<file path="config.mk">
export PLATFORM = sky130hd
export DESIGN_NAME = debug_display_flat
export DESIGN_NICKNAME = d
export VERILOG_FILES = /design/src/rtl/debug_display_pkg.sv /design/src/rtl/debug_display_if.sv /design/src/rtl/debug_display_seg7_hex.sv /design/src/rtl/debug_display.sv /design/src/flat_wrapper.sv
export SDC_FILE = /design/constraint.sdc
export NUM_CORES = 1
export LEC_CHECK = 0
export ABC_AREA = 1
export CORE_UTILIZATION = 25
export DETAILED_ROUTE_END_ITERATION = 8
export DONT_BUFFER_PORTS = 1
export PLACE_DENSITY = 0.41
export SLEW_MARGIN = 0
export SYNTH_ARGS = -nofsm -noshare
export SYNTH_HDL_FRONTEND = slang
export SYNTH_SLANG_ARGS = --single-unit
</file>
<file path="constraint.sdc">
create_clock -name clk -period 2.4 [get_ports clk]
set_input_delay 0.36 -clock clk [delete_from_list [all_inputs] [get_ports clk]]
set_output_delay 0.36 -clock clk [all_outputs]
set_load 0.03 [all_outputs]
</file>
<file path="src/rtl/debug_display_pkg.sv">
// debug_display shared definitions
// seven-segment encodings and segment bit order
package debug_pkg;

    // segment bit positions inside a 7-bit digit (active high)
    typedef enum int unsigned {
        SEG_A = 0,
        SEG_B = 1,
        SEG_C = 2,
        SEG_D = 3,
        SEG_E = 4,
        SEG_F_BIT = 5,
        SEG_G = 6
    } seg_bit_e;

    localparam logic [6:0] SEG_0 = 7'h3F;
    localparam logic [6:0] SEG_1 = 7'h06;
    localparam logic [6:0] SEG_2 = 7'h5B;
    localparam logic [6:0] SEG_3 = 7'h4F;
    localparam logic [6:0] SEG_4 = 7'h66;
    localparam logic [6:0] SEG_5 = 7'h6D;
    localparam logic [6:0] SEG_6 = 7'h7D;
    localparam logic [6:0] SEG_7 = 7'h07;
    localparam logic [6:0] SEG_8 = 7'h7F;
    localparam logic [6:0] SEG_9 = 7'h6F;
    localparam logic [6:0] SEG_A_HEX = 7'h77;
    localparam logic [6:0] SEG_B_HEX = 7'h7C;
    localparam logic [6:0] SEG_C_HEX = 7'h39;
    localparam logic [6:0] SEG_D_HEX = 7'h5E;
    localparam logic [6:0] SEG_E_HEX = 7'h79;
    localparam logic [6:0] SEG_F_HEX = 7'h71;

    localparam logic [6:0] SEG_BLANK = 7'h00;

endpackage

</file>
<file path="src/rtl/debug_display_if.sv">
// debug_display bus: sources, button, freeze in;
// digits, selection and held value out
interface debug_display_if #(
    parameter int N_SRC  = 4,
    parameter int DIGITS = 8
);
    localparam int WORD_W = 4 * DIGITS;
    localparam int SEL_W  = $clog2(N_SRC > 1 ? N_SRC : 2);

    logic [N_SRC*WORD_W-1:0] src_data;
    logic                    sel_btn;
    logic                    freeze;
    logic [DIGITS*7-1:0]     led;
    logic [SEL_W-1:0]        sel_idx;
    logic [WORD_W-1:0]       shown;

    modport master (
        output src_data, sel_btn, freeze,
        input  led, sel_idx, shown
    );

    modport slave (
        input  src_data, sel_btn, freeze,
        output led, sel_idx, shown
    );

endinterface

</file>
<file path="src/rtl/debug_display_seg7_hex.sv">
// seg7_hex: one hex nibble to seven-segment pattern
// purely combinational
module seg7_hex
    import debug_pkg::*;
(
    input  logic [3:0] hex,
    output logic [6:0] seg
);

    // nibble lookup
    always_comb begin
        seg = SEG_BLANK;
        unique case (hex)
            4'h0: seg = SEG_0;
            4'h1: seg = SEG_1;
            4'h2: seg = SEG_2;
            4'h3: seg = SEG_3;
            4'h4: seg = SEG_4;
            4'h5: seg = SEG_5;
            4'h6: seg = SEG_6;
            4'h7: seg = SEG_7;
            4'h8: seg = SEG_8;
            4'h9: seg = SEG_9;
            4'hA: seg = SEG_A_HEX;
            4'hB: seg = SEG_B_HEX;
            4'hC: seg = SEG_C_HEX;
            4'hD: seg = SEG_D_HEX;
            4'hE: seg = SEG_E_HEX;
            4'hF: seg = SEG_F_HEX;
        endcase
    end

endmodule

</file>
<file path="src/rtl/debug_display.sv">
// debug_display: button-selected debug word shown on
// seven-segment digits, sampled slowly, freezable
module debug_display
    import debug_pkg::*;
#(
    parameter int N_SRC      = 4,
    parameter int DIGITS     = 8,
    parameter int UPDATE_DIV = 2000000,
    parameter int DEBOUNCE   = 240000,
    parameter int BLANK_LZ   = 1
) (
    input logic        clk,
    input logic        rst,
    debug_display_if.slave dbg
);

    localparam int WORD_W = 4 * DIGITS;
    localparam int SEL_W  = $clog2(N_SRC > 1 ? N_SRC : 2);
    localparam int TW     = $clog2(UPDATE_DIV + 1);
    localparam int DW     = $clog2(DEBOUNCE + 1);

    localparam logic [TW-1:0]    T_LAST = TW'(UPDATE_DIV - 1);
    localparam logic [DW-1:0]    D_LAST = DW'(DEBOUNCE - 1);
    localparam logic [SEL_W-1:0] S_LAST = SEL_W'(N_SRC - 1);

    logic                btn_s1;
    logic                btn_s2;
    logic                btn_deb;
    logic [DW-1:0]       deb_cnt;
    logic [TW-1:0]       tmr_cnt;
    logic                frz_q;
    logic                load_req;
    logic [SEL_W-1:0]    sel_q;
    logic [WORD_W-1:0]   shown_q;
    logic [DIGITS*7-1:0] led_q;
    logic [DIGITS*7-1:0] led_nxt;
    logic [DIGITS*7-1:0] led_rst;

    logic              tick;
    logic              press;
    logic              frz_fall;
    logic              load;
    logic [WORD_W-1:0] src_sel;

    assign tick     = (tmr_cnt == T_LAST);
    assign press    = btn_s2 && !btn_deb && (deb_cnt == D_LAST);
    assign frz_fall = frz_q && !dbg.freeze;
    assign load     = (load_req || frz_fall) && !dbg.freeze;
    assign src_sel  = dbg.src_data[int'(sel_q)*WORD_W +: WORD_W];

    // button synchroniser and debouncer
    always_ff @(posedge clk) begin
        if (!rst) begin
            btn_s1  <= 1'b0;
            btn_s2  <= 1'b0;
            btn_deb <= 1'b0;
            deb_cnt <= '0;
        end else begin
            btn_s1 <= dbg.sel_btn;
            btn_s2 <= btn_s1;
            if (btn_s2 == btn_deb) begin
                deb_cnt <= '0;
            end else if (deb_cnt == D_LAST) begin
                btn_deb <= btn_s2;
                deb_cnt <= '0;
            end else begin
                deb_cnt <= deb_cnt + 1'b1;
            end
        end
    end

    // free-running display update timer
    always_ff @(posedge clk) begin
        if (!rst) tmr_cnt <= '0;
        else      tmr_cnt <= tick ? '0 : tmr_cnt + 1'b1;
    end

    // source select and held-value load
    always_ff @(posedge clk) begin
        if (!rst) begin
            sel_q    <= '0;
            load_req <= 1'b0;
            frz_q    <= 1'b0;
            shown_q  <= '0;
        end else begin
            frz_q    <= dbg.freeze;
            load_req <= tick || press;
            if (press)
                sel_q <= (sel_q == S_LAST) ? '0 : sel_q + 1'b1;
            if (load)
                shown_q <= src_sel;
        end
    end

    for (genvar d = 0; d < DIGITS; d++) begin : g_dig
        logic [6:0] seg;

        seg7_hex u_hex (
            .hex (shown_q[d*4 +: 4]),
            .seg (seg)
        );

        if (d == 0 || BLANK_LZ == 0) begin : g_show
            assign led_nxt[d*7 +: 7] = seg;
            assign led_rst[d*7 +: 7] = SEG_0;
        end else begin : g_blank
            assign led_nxt[d*7 +: 7] =
                (shown_q[WORD_W-1:d*4] == '0) ? SEG_BLANK : seg;
            assign led_rst[d*7 +: 7] = SEG_BLANK;
        end
    end

    // registered segment outputs
    always_ff @(posedge clk) begin
        if (!rst) led_q <= led_rst;
        else      led_q <= led_nxt;
    end

    assign dbg.led     = led_q;
    assign dbg.sel_idx = sel_q;
    assign dbg.shown   = shown_q;

endmodule

</file>
<file path="src/flat_wrapper.sv">
// flat-port wrapper written by rule: the top's interface ports become plain ports
module debug_display_flat import debug_pkg::*;
#(
    parameter int N_SRC      = 4,
    parameter int DIGITS     = 8,
    parameter int UPDATE_DIV = 2000000,
    parameter int DEBOUNCE   = 240000,
    parameter int BLANK_LZ   = 1
)
  (clk, rst, dbg_src_data, dbg_sel_btn, dbg_freeze, dbg_led, dbg_sel_idx, dbg_shown);
  debug_display_if #(.N_SRC(N_SRC), .DIGITS(DIGITS)) dbg_i ();
  input logic clk;
  input logic rst;
  input wire logic [$bits(dbg_i.src_data)-1:0] dbg_src_data;
  input wire logic [$bits(dbg_i.sel_btn)-1:0] dbg_sel_btn;
  input wire logic [$bits(dbg_i.freeze)-1:0] dbg_freeze;
  output wire logic [$bits(dbg_i.led)-1:0] dbg_led;
  output wire logic [$bits(dbg_i.sel_idx)-1:0] dbg_sel_idx;
  output wire logic [$bits(dbg_i.shown)-1:0] dbg_shown;
  assign dbg_i.src_data = dbg_src_data;
  assign dbg_i.sel_btn = dbg_sel_btn;
  assign dbg_i.freeze = dbg_freeze;
  assign dbg_led = dbg_i.led;
  assign dbg_sel_idx = dbg_i.sel_idx;
  assign dbg_shown = dbg_i.shown;
  debug_display #(.N_SRC(N_SRC), .DIGITS(DIGITS), .UPDATE_DIV(UPDATE_DIV), .DEBOUNCE(DEBOUNCE), .BLANK_LZ(BLANK_LZ)) u_core (.clk(clk), .rst(rst), .dbg(dbg_i));
endmodule
</file>
==> parameters.txt <==
Parameter                              Value

Clock network
  Post CTS Setup Buffer Count    0
  CTS HTree Levels    4
  Clock latency at the later pin of the worst-skew pair    0.43 ns
  Clock transition at the registers of the reported paths    0.06 ns
  Max clock buf depth    2
  Clock tree from TritonCTS    built
  CTS Root Cell    sky130_fd_sc_hd__clkbuf_16
  CTS Buf Count    17
  Number of clock sinks    134

Worst hold path
  Min-delay worst type    in2reg

Floorplanning
  Area of the core region    30000 sq um
  Number of core rows    63
  Overall die width    177 um
  Full die area    31400 sq um
  Starting Density    25.7%
  Height of the chip    177 um
  Number of ports placed on the die boundary    222

Yosys
  Number of instances in the synthesized netlist    1092
  Net count of the mapped netlist    1284
  Share of the yosys chip area belonging to registers    34.9%
  Cell area after technology mapping    7680 sq um
  Post-synth EDFFs    0
  Async set-or-reset flop fraction in the synthesized netlist    0%
  Seq cells post-synth    134
  Number of distinct library cell variants in the gate-level netlist after synthesis    45
  Yosys warning count    0
  Mean Syn Cell Area    7.04 sq um
  Flip-flop cell with the highest count after synthesis    sky130_fd_sc_hd__dfxtp_1

STA
  Slack of the critical path    0.615 ns
  Fmax achieved    0.560 GHz
  RSZ-0062 raised after global routing    false
  Rel. slew slack    56.5%
  Final hold slack    0.0307 ns
  Transition at the pin with the smallest max-transition slack    0.651 ns
  Max-slew violations    0
  Worst Clk Skew    0.0100 ns
  Final critical-path required period    1.79 ns
  Final TNS setup    0 ns
  Final setup violating endpoints    0
  Tcrit/Tclk final    74.4%
  Final hold violations    0

Routing
  Number of remaining DRC errors    0
  Post-Route WL    22.2 mm
  Vias after detailed routing    6870
  Post-route antenna net violation count    0
  Detailed Route Iter0 Violations    404
  Number of detailed-route iterations in the first pass    5
  Average routed wire per standard cell    14.8 um
  Vias per inst    4.58

Finish
  Combined flip-flop and latch cell area    2680 sq um
  Fraction of layout instances using a drive strength above 1    9.64%
  Net count, final    1289
  Antenna Cells    0
  Leading cell type in the layout, fill and taps excluded    sky130_fd_sc_hd__nor2_1
  Post-synthesis to final-layout area growth    15.0%
  Area occupied by multi-input gates    4250 sq um
  Filler Cells Inserted    3277
  Most frequent cells in the layout    sky130_fd_sc_hd__nor2_1 (195), sky130_fd_sc_hd__nand2_1 (156), sky130_fd_sc_hd__dfxtp_1 (133), sky130_fd_sc_hd__inv_1 (118), sky130_fd_sc_hd__a21oi_1 (88)
  Final non-filler cell area    8830 sq um

Power and ir drop
  Total power after layout    6210 uW
  Maximum vdd drop    0.000473 V
  Cell leakage power    0.00369 uW
  Pwr/cell area    703 nW/um^2

Setup path
  Data arrival time at the worst-slack endpoint    2.10 ns
  Required time of the critical path    2.71 ns
  CP endpoint kind    register
  Worst-path maximum fanout    8
  Nature of the critical path startpoint    register
  Worst setup path category    reg2reg

Outcome
  Run status    completed

Global routing
  Gr ovfl total    0
  Largest net degree at the start of global routing    54
  GRT Util Overall    14.3%
  Initial antenna violation count    0
  Wire length of the first global-routing pass    34.5 mm
  Via count of the first global-routing pass    6544

Placed design
  Routability-driven placement congestion ratio    0.768
  Pre-CTS setup slack    0.557 ns
  Detailed Place HPWL    16.8 mm
  Standard cell area after detailed placement    8180 sq um
  Number of input and output port buffers inserted    0

Flow run
  Max Cap Viol    0
-- worst max-delay path, stage by stage (launching register included) --
cell	delay [ns]
sky130_fd_sc_hd__dfxtp_1	0.30
sky130_fd_sc_hd__buf_4	0.18
sky130_fd_sc_hd__inv_2	0.15
sky130_fd_sc_hd__nand2_2	0.10
sky130_fd_sc_hd__nor2_4	0.21
sky130_fd_sc_hd__nand3_1	0.31
sky130_fd_sc_hd__o21ai_4	0.34
sky130_fd_sc_hd__nor2_1	0.08
-- registers in the layout, summed over array words and instances (netlist names) --
name	cells
u_core.deb_cnt	18
u_core.dbg.led	56
u_core.frz_q	1
u_core.load_req	1
u_core.btn_deb	1
u_core.dbg.shown	32
u_core.tmr_cnt	21
u_core.btn_s1	1
u_core.dbg.sel_idx	2
u_core.btn_s2	1
-- per-layer routing --
metal | vias up | track usage [%] | share of wire [%]
li1 | 3569 | - | -
met1 | 3105 | 17.6 | 46
met2 | 176 | 24.1 | 48
met3 | 20 | 3.53 | 4.5
met4 | 0 | 4.81 | 1.5
met5 | - | 0 | 0
-- through the flow --
stage / cells / util, %
after global routing: 1500 / 29.5
after detailed placement: 1467 / 27.3
final: 1500 / 29.5
after CTS: 1500 / 29.5
after global placement: 1467 / 27.3
after floorplan: 1092 / -
-- cells by family after synthesis --
logic type	synth area share, %
compound gates	20.4
xor+xnor	1.60
fa+ha+maj	9.77
buf+inv	9.93
flops	34.9
simple gates	23.4
-- path summary, 6_finish.rpt --
path	slack [ns]	to	cells after the start	startpoint
worst max-delay path	0.61	u_core.dbg.led[9]	7	u_core.dbg.shown[23]
worst min-delay path	0.03	u_core.btn_s1	2	dbg_sel_btn
worst max register to register	0.61	u_core.dbg.led[9]	7	u_core.dbg.shown[23]
worst min register to register	0.42	u_core.btn_s2	2	u_core.btn_s1
-- power by group --
| part | switching (uW) | internal, uW |
|---|---|---|
| combinational | 404 | 203 |
| clock | 1080 | 1810 |
| sequential | 338 | 2370 |
| total | 1830 | 4380 |
-- cell usage after synthesis (all sizes together) (2+ instances only) --
cell type | number | share of area [%]
clkinv | 3 | 0.15
o31ai | 2 | 0.20
nand2 | 163 | 8.2
inv | 127 | 6.2
a221oi | 2 | 0.23
a211oi | 5 | 0.55
a31oi | 4 | 0.33
dfxtp | 134 | 35
xor2 | 8 | 0.91
nand3 | 40 | 2.9
nand4 | 6 | 0.49
xnor2 | 6 | 0.68
o211ai | 6 | 0.59
a21oi | 90 | 6.0
o221a | 2 | 0.29
nor3 | 6 | 0.39
or2 | 6 | 0.49
buf | 20 | 2.2
o22ai | 33 | 2.7
nor2 | 208 | 11
ha | 60 | 9.8
clkbuf | 23 | 1.4
o21ai | 132 | 8.9
-- repair_timing --
action,in CTS,in global routing
hold endpoints to repair,1,0
hold buffers,1,0
gates resized for setup,0,0
-- layout make-up --
cell class                      instances  share of cell area, %
Clock buffer                           19                   5.13
Clock inverter                         13                   2.20
Multi-Input combinational cell        785                   48.1
Timing Repair Buffer                   29                   3.20
Inverter                              130                   5.52
Tap cell                              390                   5.52
Sequential cell                       134                   30.4
No activity file was read; power rests on OpenSTA's default activity.
